--- src/rtl/pulse_period_meter.sv ---
// Pulse period meter.
// Synchronizes an asynchronous periodic input and measures its period
// (rising edge to rising edge) and its high time within that period, both in
// clk cycles. A result is published with a one-cycle period_valid pulse. If
// no rising edge arrives within the counter range, a one-cycle timeout pulse
// is raised and the meter re-arms for a fresh first edge.
module pulse_period_meter #(
    parameter int WIDTH       = 16,
    parameter int SYNC_STAGES = 2
) (
    input  logic             clk,
    input  logic             reset,
    input  logic             enable,
    input  logic             sig_in,
    output logic [WIDTH-1:0] period,
    output logic [WIDTH-1:0] high_time,
    output logic             period_valid,
    output logic             timeout,
    output logic             busy
);

    typedef enum logic [1:0] {
        IDLE    = 2'd0,
        ARM     = 2'd1,
        MEASURE = 2'd2
    } state_t;

    localparam logic [WIDTH-1:0] CNT_MAX = '1;
    localparam logic [WIDTH-1:0] CNT_ONE = WIDTH'(1);

    logic [SYNC_STAGES-1:0] sync_ff;
    logic                   history;
    logic                   sync;
    logic                   rise;

    state_t           state;
    state_t           state_next;
    logic [WIDTH-1:0] cnt;
    logic [WIDTH-1:0] cnt_next;
    logic [WIDTH-1:0] hcnt;
    logic [WIDTH-1:0] hcnt_next;
    logic [WIDTH-1:0] period_next;
    logic [WIDTH-1:0] high_time_next;
    logic             period_valid_next;
    logic             timeout_next;

    assign sync = sync_ff[SYNC_STAGES-1];
    assign rise = sync & ~history;

    // Input synchronizer chain followed by one edge-history flop.
    always_ff @(posedge clk) begin
        if (reset) begin
            sync_ff <= '0;
            history <= 1'b0;
        end else begin
            // NOTE: non-blocking assignments make every stage capture its
            // predecessor's old value; blocking ones would collapse the chain.
            sync_ff <= {sync_ff[SYNC_STAGES-2:0], sig_in};
            history <= sync;
        end
    end

    // Next-state and datapath decisions for the measurement FSM.
    always_comb begin
        // NOTE: every signal written here gets a default first, so no branch
        // leaves one unassigned and no latch is inferred.
        state_next        = state;
        cnt_next          = cnt;
        hcnt_next         = hcnt;
        period_next       = period;
        high_time_next    = high_time;
        period_valid_next = 1'b0;
        timeout_next      = 1'b0;

        if (!enable) begin
            state_next = IDLE;
            cnt_next   = '0;
            hcnt_next  = '0;
        end else begin
            case (state)
                IDLE: begin
                    state_next = ARM;
                end
                ARM: begin
                    // The first edge only opens the measurement window.
                    if (rise) begin
                        state_next = MEASURE;
                        cnt_next   = CNT_ONE;
                        hcnt_next  = CNT_ONE;
                    end
                end
                MEASURE: begin
                    // A rising edge takes priority over the timeout check, so
                    // a period of exactly CNT_MAX is still reported.
                    if (rise) begin
                        period_next       = cnt;
                        high_time_next    = hcnt;
                        period_valid_next = 1'b1;
                        cnt_next          = CNT_ONE;
                        hcnt_next         = CNT_ONE;
                    end else if (cnt == CNT_MAX) begin
                        timeout_next = 1'b1;
                        state_next   = ARM;
                        cnt_next     = '0;
                        hcnt_next    = '0;
                    end else begin
                        cnt_next  = cnt + CNT_ONE;
                        hcnt_next = hcnt + {{(WIDTH-1){1'b0}}, sync};
                    end
                end
                default: begin
                    state_next = IDLE;
                    cnt_next   = '0;
                    hcnt_next  = '0;
                end
            endcase
        end
    end

    // State, counters and registered outputs.
    always_ff @(posedge clk) begin
        if (reset) begin
            state        <= IDLE;
            cnt          <= '0;
            hcnt         <= '0;
            period       <= '0;
            high_time    <= '0;
            period_valid <= 1'b0;
            timeout      <= 1'b0;
            busy         <= 1'b0;
        end else begin
            state        <= state_next;
            cnt          <= cnt_next;
            hcnt         <= hcnt_next;
            period       <= period_next;
            high_time    <= high_time_next;
            period_valid <= period_valid_next;
            timeout      <= timeout_next;
            busy         <= (state_next != IDLE);
        end
    end

endmodule

--- config.mk ---
export PLATFORM = sky130hd
export DESIGN_NAME = pulse_period_meter
export DESIGN_NICKNAME = d
export VERILOG_FILES = /design/src/rtl/pulse_period_meter.sv
export SDC_FILE = /design/constraint.sdc
export NUM_CORES = 1
export LEC_CHECK = 0
export BUFFER_PORTS_ARGS = -buffer_cell sky130_fd_sc_hd__buf_2
export CAP_MARGIN = 20
export CORE_MARGIN = 2
export CORE_UTILIZATION = 30
export CTS_BUF_LIST = sky130_fd_sc_hd__clkbuf_2 sky130_fd_sc_hd__clkbuf_4 sky130_fd_sc_hd__clkbuf_8
export DETAILED_ROUTE_END_ITERATION = 16
export PLACE_DENSITY = 0.46
export SYNTH_ARGS = -nofsm -noshare
export SYNTH_HDL_FRONTEND = slang
export SYNTH_SLANG_ARGS = --single-unit
--- constraint.sdc ---
create_clock -name clk -period 1.9 [get_ports clk]
set_input_delay 0.19 -clock clk [delete_from_list [all_inputs] [get_ports clk]]
set_output_delay 0.19 -clock clk [all_outputs]
set_load 0.01 [all_outputs]
==> flow_metrics.py <==
metrics = {
    "cts": {
        "cts_num_sinks": 72,
        "ctsRootBufferMaster": "clkbuf_8",
        "clk_latency_ns": 0.36,
        "clk_path_buf_depth": 2,
        "cts_tree": "yes",
        "numCtsBuffers": 9,
        "clk_pin_slew_ns": 0.07,
        "htree_num_levels": 3,
    },
    "global_route": {
        "grt_max_degree": 37,
        "antenna_found_initial": 0,
        "grt_use_total_pct": 16.19,
        "gr-total-overflow": 0,
        "grt_pass1_vias": 2942,
        "grt_first_pass_wirelength_mm": 14.26,
    },
    "critical_path": {
        "start_kind": "flip-flop",
        "crit_chain": "inv_2 > ha_4 > nand2_4 > nor4_4 > nand2_2 > buf_6 > or3_4 > a31oi_1",
        "cp.arrival_ns": 2.16,
        "r2r_slack_ns": 0.02,
        "worst-r2r-cell-count": 8,
        "worstSetupPathType": "flip-flop to flip-flop",
        "crit_required_ns": 2.18,
        "max_stage_delay_ns": 0.36,
        "endpoint_kind": "flip-flop",
        "path_buf_inv": 2,
        "cp_slowest_cell": "dfxtp_4",
        "crit_family": "simple AND/OR/NAND/NOR gates",
        "critical_path_peak_fanout": 5,
        "worst_r2r_startpoint": "state[0]$_SDFF_PP0_",
        "r2r-end": "cnt[14]$_SDFFE_PP0P_",
    },
    "timing": {
        "fin_crit_ns": 1.881,
        "worst_slew_margin_rel_pct": 61.31,
        "rsz0062_at_grt": "true",
        "setup_violations": 0,
        "clock.fmax_mhz": 531.6,
        "layout_setup_ws_ns": 0.01878,
        "slew_viol_final": 0,
        "finalHoldViolCount": 0,
        "tightestPinTransition_ns": 0.5792,
        "fin_skew_ns": 0.01198,
        "post-route-period-util_pct": 99.01,
        "hold_slack_ns": 0.04873,
    },
    "yosys": {
        "synthTopCellsByArea": "dfxtp_1, nand2_1, a21oi_1",
        "syn-num-nets": 401,
        "synth_seq_cells": 72,
        "synthCells": 390,
        "synth_edf_count": 0,
        "yosys_warnings": 0,
        "postSynthAreaPerCell_um2": 8.133,
        "ys_seq_area_share_pct": 45.44,
        "synth_top_area_share_pct": 45.44,
        "synth_cell_types": 44,
        "netlist_area_um2": 3172,
        "yosysTopAreaCell": "dfxtp_1",
        "yosys_most_used_dff": "dfxtp_1",
        "async_reset_ff_share_pct": 0,
    },
    "pwr": {
        "power.clock.fraction_pct": 44.0,
        "ir_drop_v": 0.0003330,
        "cellPowerDensity_nw_per_um2": 706.5,
        "p_total_uw": 2961,
        "combinationalPowerShare_pct": 4.8,
        "swShare_pct": 22.97,
        "switchingPower_uw": 680.2,
        "seqPwrFrac_pct": 51.3,
        "p_leak_uw": 0.001605,
        "internal_power_uw": 2281,
    },
    "final_layout": {
        "final_area_um2": 4192,
        "syn2layout_area_growth_pct": 32.15,
        "drive_gt1_share_pct": 29.56,
        "final_cell_mix": "nand2_1, dfxtp_1, buf_4, a21oi_1, buf_2",
        "layout_commonest_cell": "nand2_1",
        "fin_nets": 483,
        "fin_cells": 613,
        "diodes": 0,
    },
    "floorplanning": {
        "die_h_um": 106.8,
        "fp-row-count": 37,
        "core_area_um2": 10280,
        "die_w_um": 106.8,
        "dieArea_um2": 11410,
        "initial_core_util_pct": 30.86,
        "ioPinCount": 39,
    },
    "placement": {
        "pre_cts_slack_ns": -0.04665,
        "placed_cells": 592,
        "gp_routability_congestion": 0.8124,
        "dp_hpwl_mm": 6.203,
        "placement.cell_area_um2": 3840,
        "io_buffers": 38,
    },
    "route": {
        "post-route-drc-count": 0,
        "drt_iter0_markers": 134,
        "via_count": 2997,
        "wl_per_cell_um": 14.00,
        "totalWireLength_mm": 8.585,
        "via_per_inst": 4.889,
        "dr.pass1.iters": 4,
        "final_antenna_net_count": 0,
    },
    "min_path": {
        "hold_path_class": "primary input to flip-flop",
        "hold-path-endpoint": "sync_ff[0]$_SDFF_PP0_",
        "holdPathStages": 2,
        "hold_start": "sig_in",
    },
    "job": {
        "maxCapViolCount": 0,
    },
    "outcome": {
        "status": "complete, no violations",
    },
}
## synthesized netlist by cell type (2+ instances only)
cell type	n
a21o_1	2
ha_1	7
nor4_1	2
xor2_1	10
clkbuf_1	18
dfxtp_1	72
nand4_1	10
nor2b_1	5
or4_1	3
or3_1	7
a31oi_1	9
nor3_1	10
nand3_1	24
nor3b_1	2
and4_1	3
o21ai_0	12
buf_2	4
nand4b_1	2
a211oi_1	2
nor4_4	2
and3_1	6
a21oi_1	46
nand3_2	2
a41oi_1	2
nor2_1	20
nand2_1	85
inv_1	6
## cell type report
cell class	count	area (um^2)
sequential	72	1449
tap	136	170.2
clock inverter	4	51.30
fill	1108	6086
timing repair buffer	95	638.1
inverter	6	25.02
clock buffer	12	165.2
multi-input combinational	288	1693
## power by group through the flow
| stage | sequential (uW) | clock (uW) | combinational [uW] |
|---|---|---|---|
| floorplan | 1560 | 0 | 75.3 |
| global route | 1520 | 1410 | 155 |
| CTS | 1520 | 1350 | 136 |
| detailed placement | 1550 | 0 | 134 |
| finish | 1520 | 1300 | 141 |
| global placement | 1550 | 0 | 133 |
## sequential cells by signal, indices dropped and copies added (netlist names)
name	cells
state	2
period	16
cnt	16
high_time	16
sync_ff	2
hcnt	16
timeout	1
history	1
period_valid	1
busy	1
## stage by stage
step                setup TNS (ns)  utilization [%]
CTS                              0            39.75
floorplan                        0                -
global placement                 0            37.36
detailed placement         -0.2474            37.36
finish                           0            40.78
global route               -0.2318            40.78
## kinds of logic (layout without fill, tap and decap cells)
kind of cell             count (synthesis)  after routing  synth area share, %
buffers and inverters                   30            117                3.826
AO/OA/AOI/OAI                           80             80                14.87
XOR/XNOR                                10             10                2.761
adder cells (fa/ha/maj)                  7              7                2.761
flip-flops                              72             72                45.44
AND/OR/NAND/NOR                        191            191                30.34
## layer usage
layer | up-vias | wire, um | GRT usage, %
li1 | 1538 | - | -
met1 | 1404 | 3934 | 20.01
met2 | 42 | 4254 | 27.12
met3 | 13 | 224 | 3.100
met4 | 0 | 172 | 7.607
met5 | - | 0 | 0
## timing repair
item,CTS,global route
gates resized for setup,5,18
hold buffers,0,0
buffers inserted,1,4
endpoints found under the setup margin,9,26
gates cloned,0,0
hold endpoints to repair,0,0
pin swaps,4,18
## worst max-delay path by stage
| stage | start | endpoint | slack, ns | depth (start not counted) |
|---|---|---|---|---|
| after floorplan | state[0]$_SDFF_PP0_ | hcnt[8]$_SDFFE_PP0P_ | 0.001 | 8 |
| after global placement | state[1]$_SDFF_PP0_ | hcnt[4]$_SDFFE_PP0P_ | 0.007 | 8 |
| after detailed placement | state[1]$_SDFF_PP0_ | hcnt[3]$_SDFFE_PP0P_ | -0.05 | 8 |
| after CTS | state[1]$_SDFF_PP0_ | hcnt[6]$_SDFFE_PP0P_ | 0.005 | 8 |
| after global routing | state[1]$_SDFF_PP0_ | cnt[14]$_SDFFE_PP0P_ | -0.07 | 8 |
| final | state[0]$_SDFF_PP0_ | cnt[14]$_SDFFE_PP0P_ | 0.02 | 8 |
No activity file was read; power rests on OpenSTA's default activity.
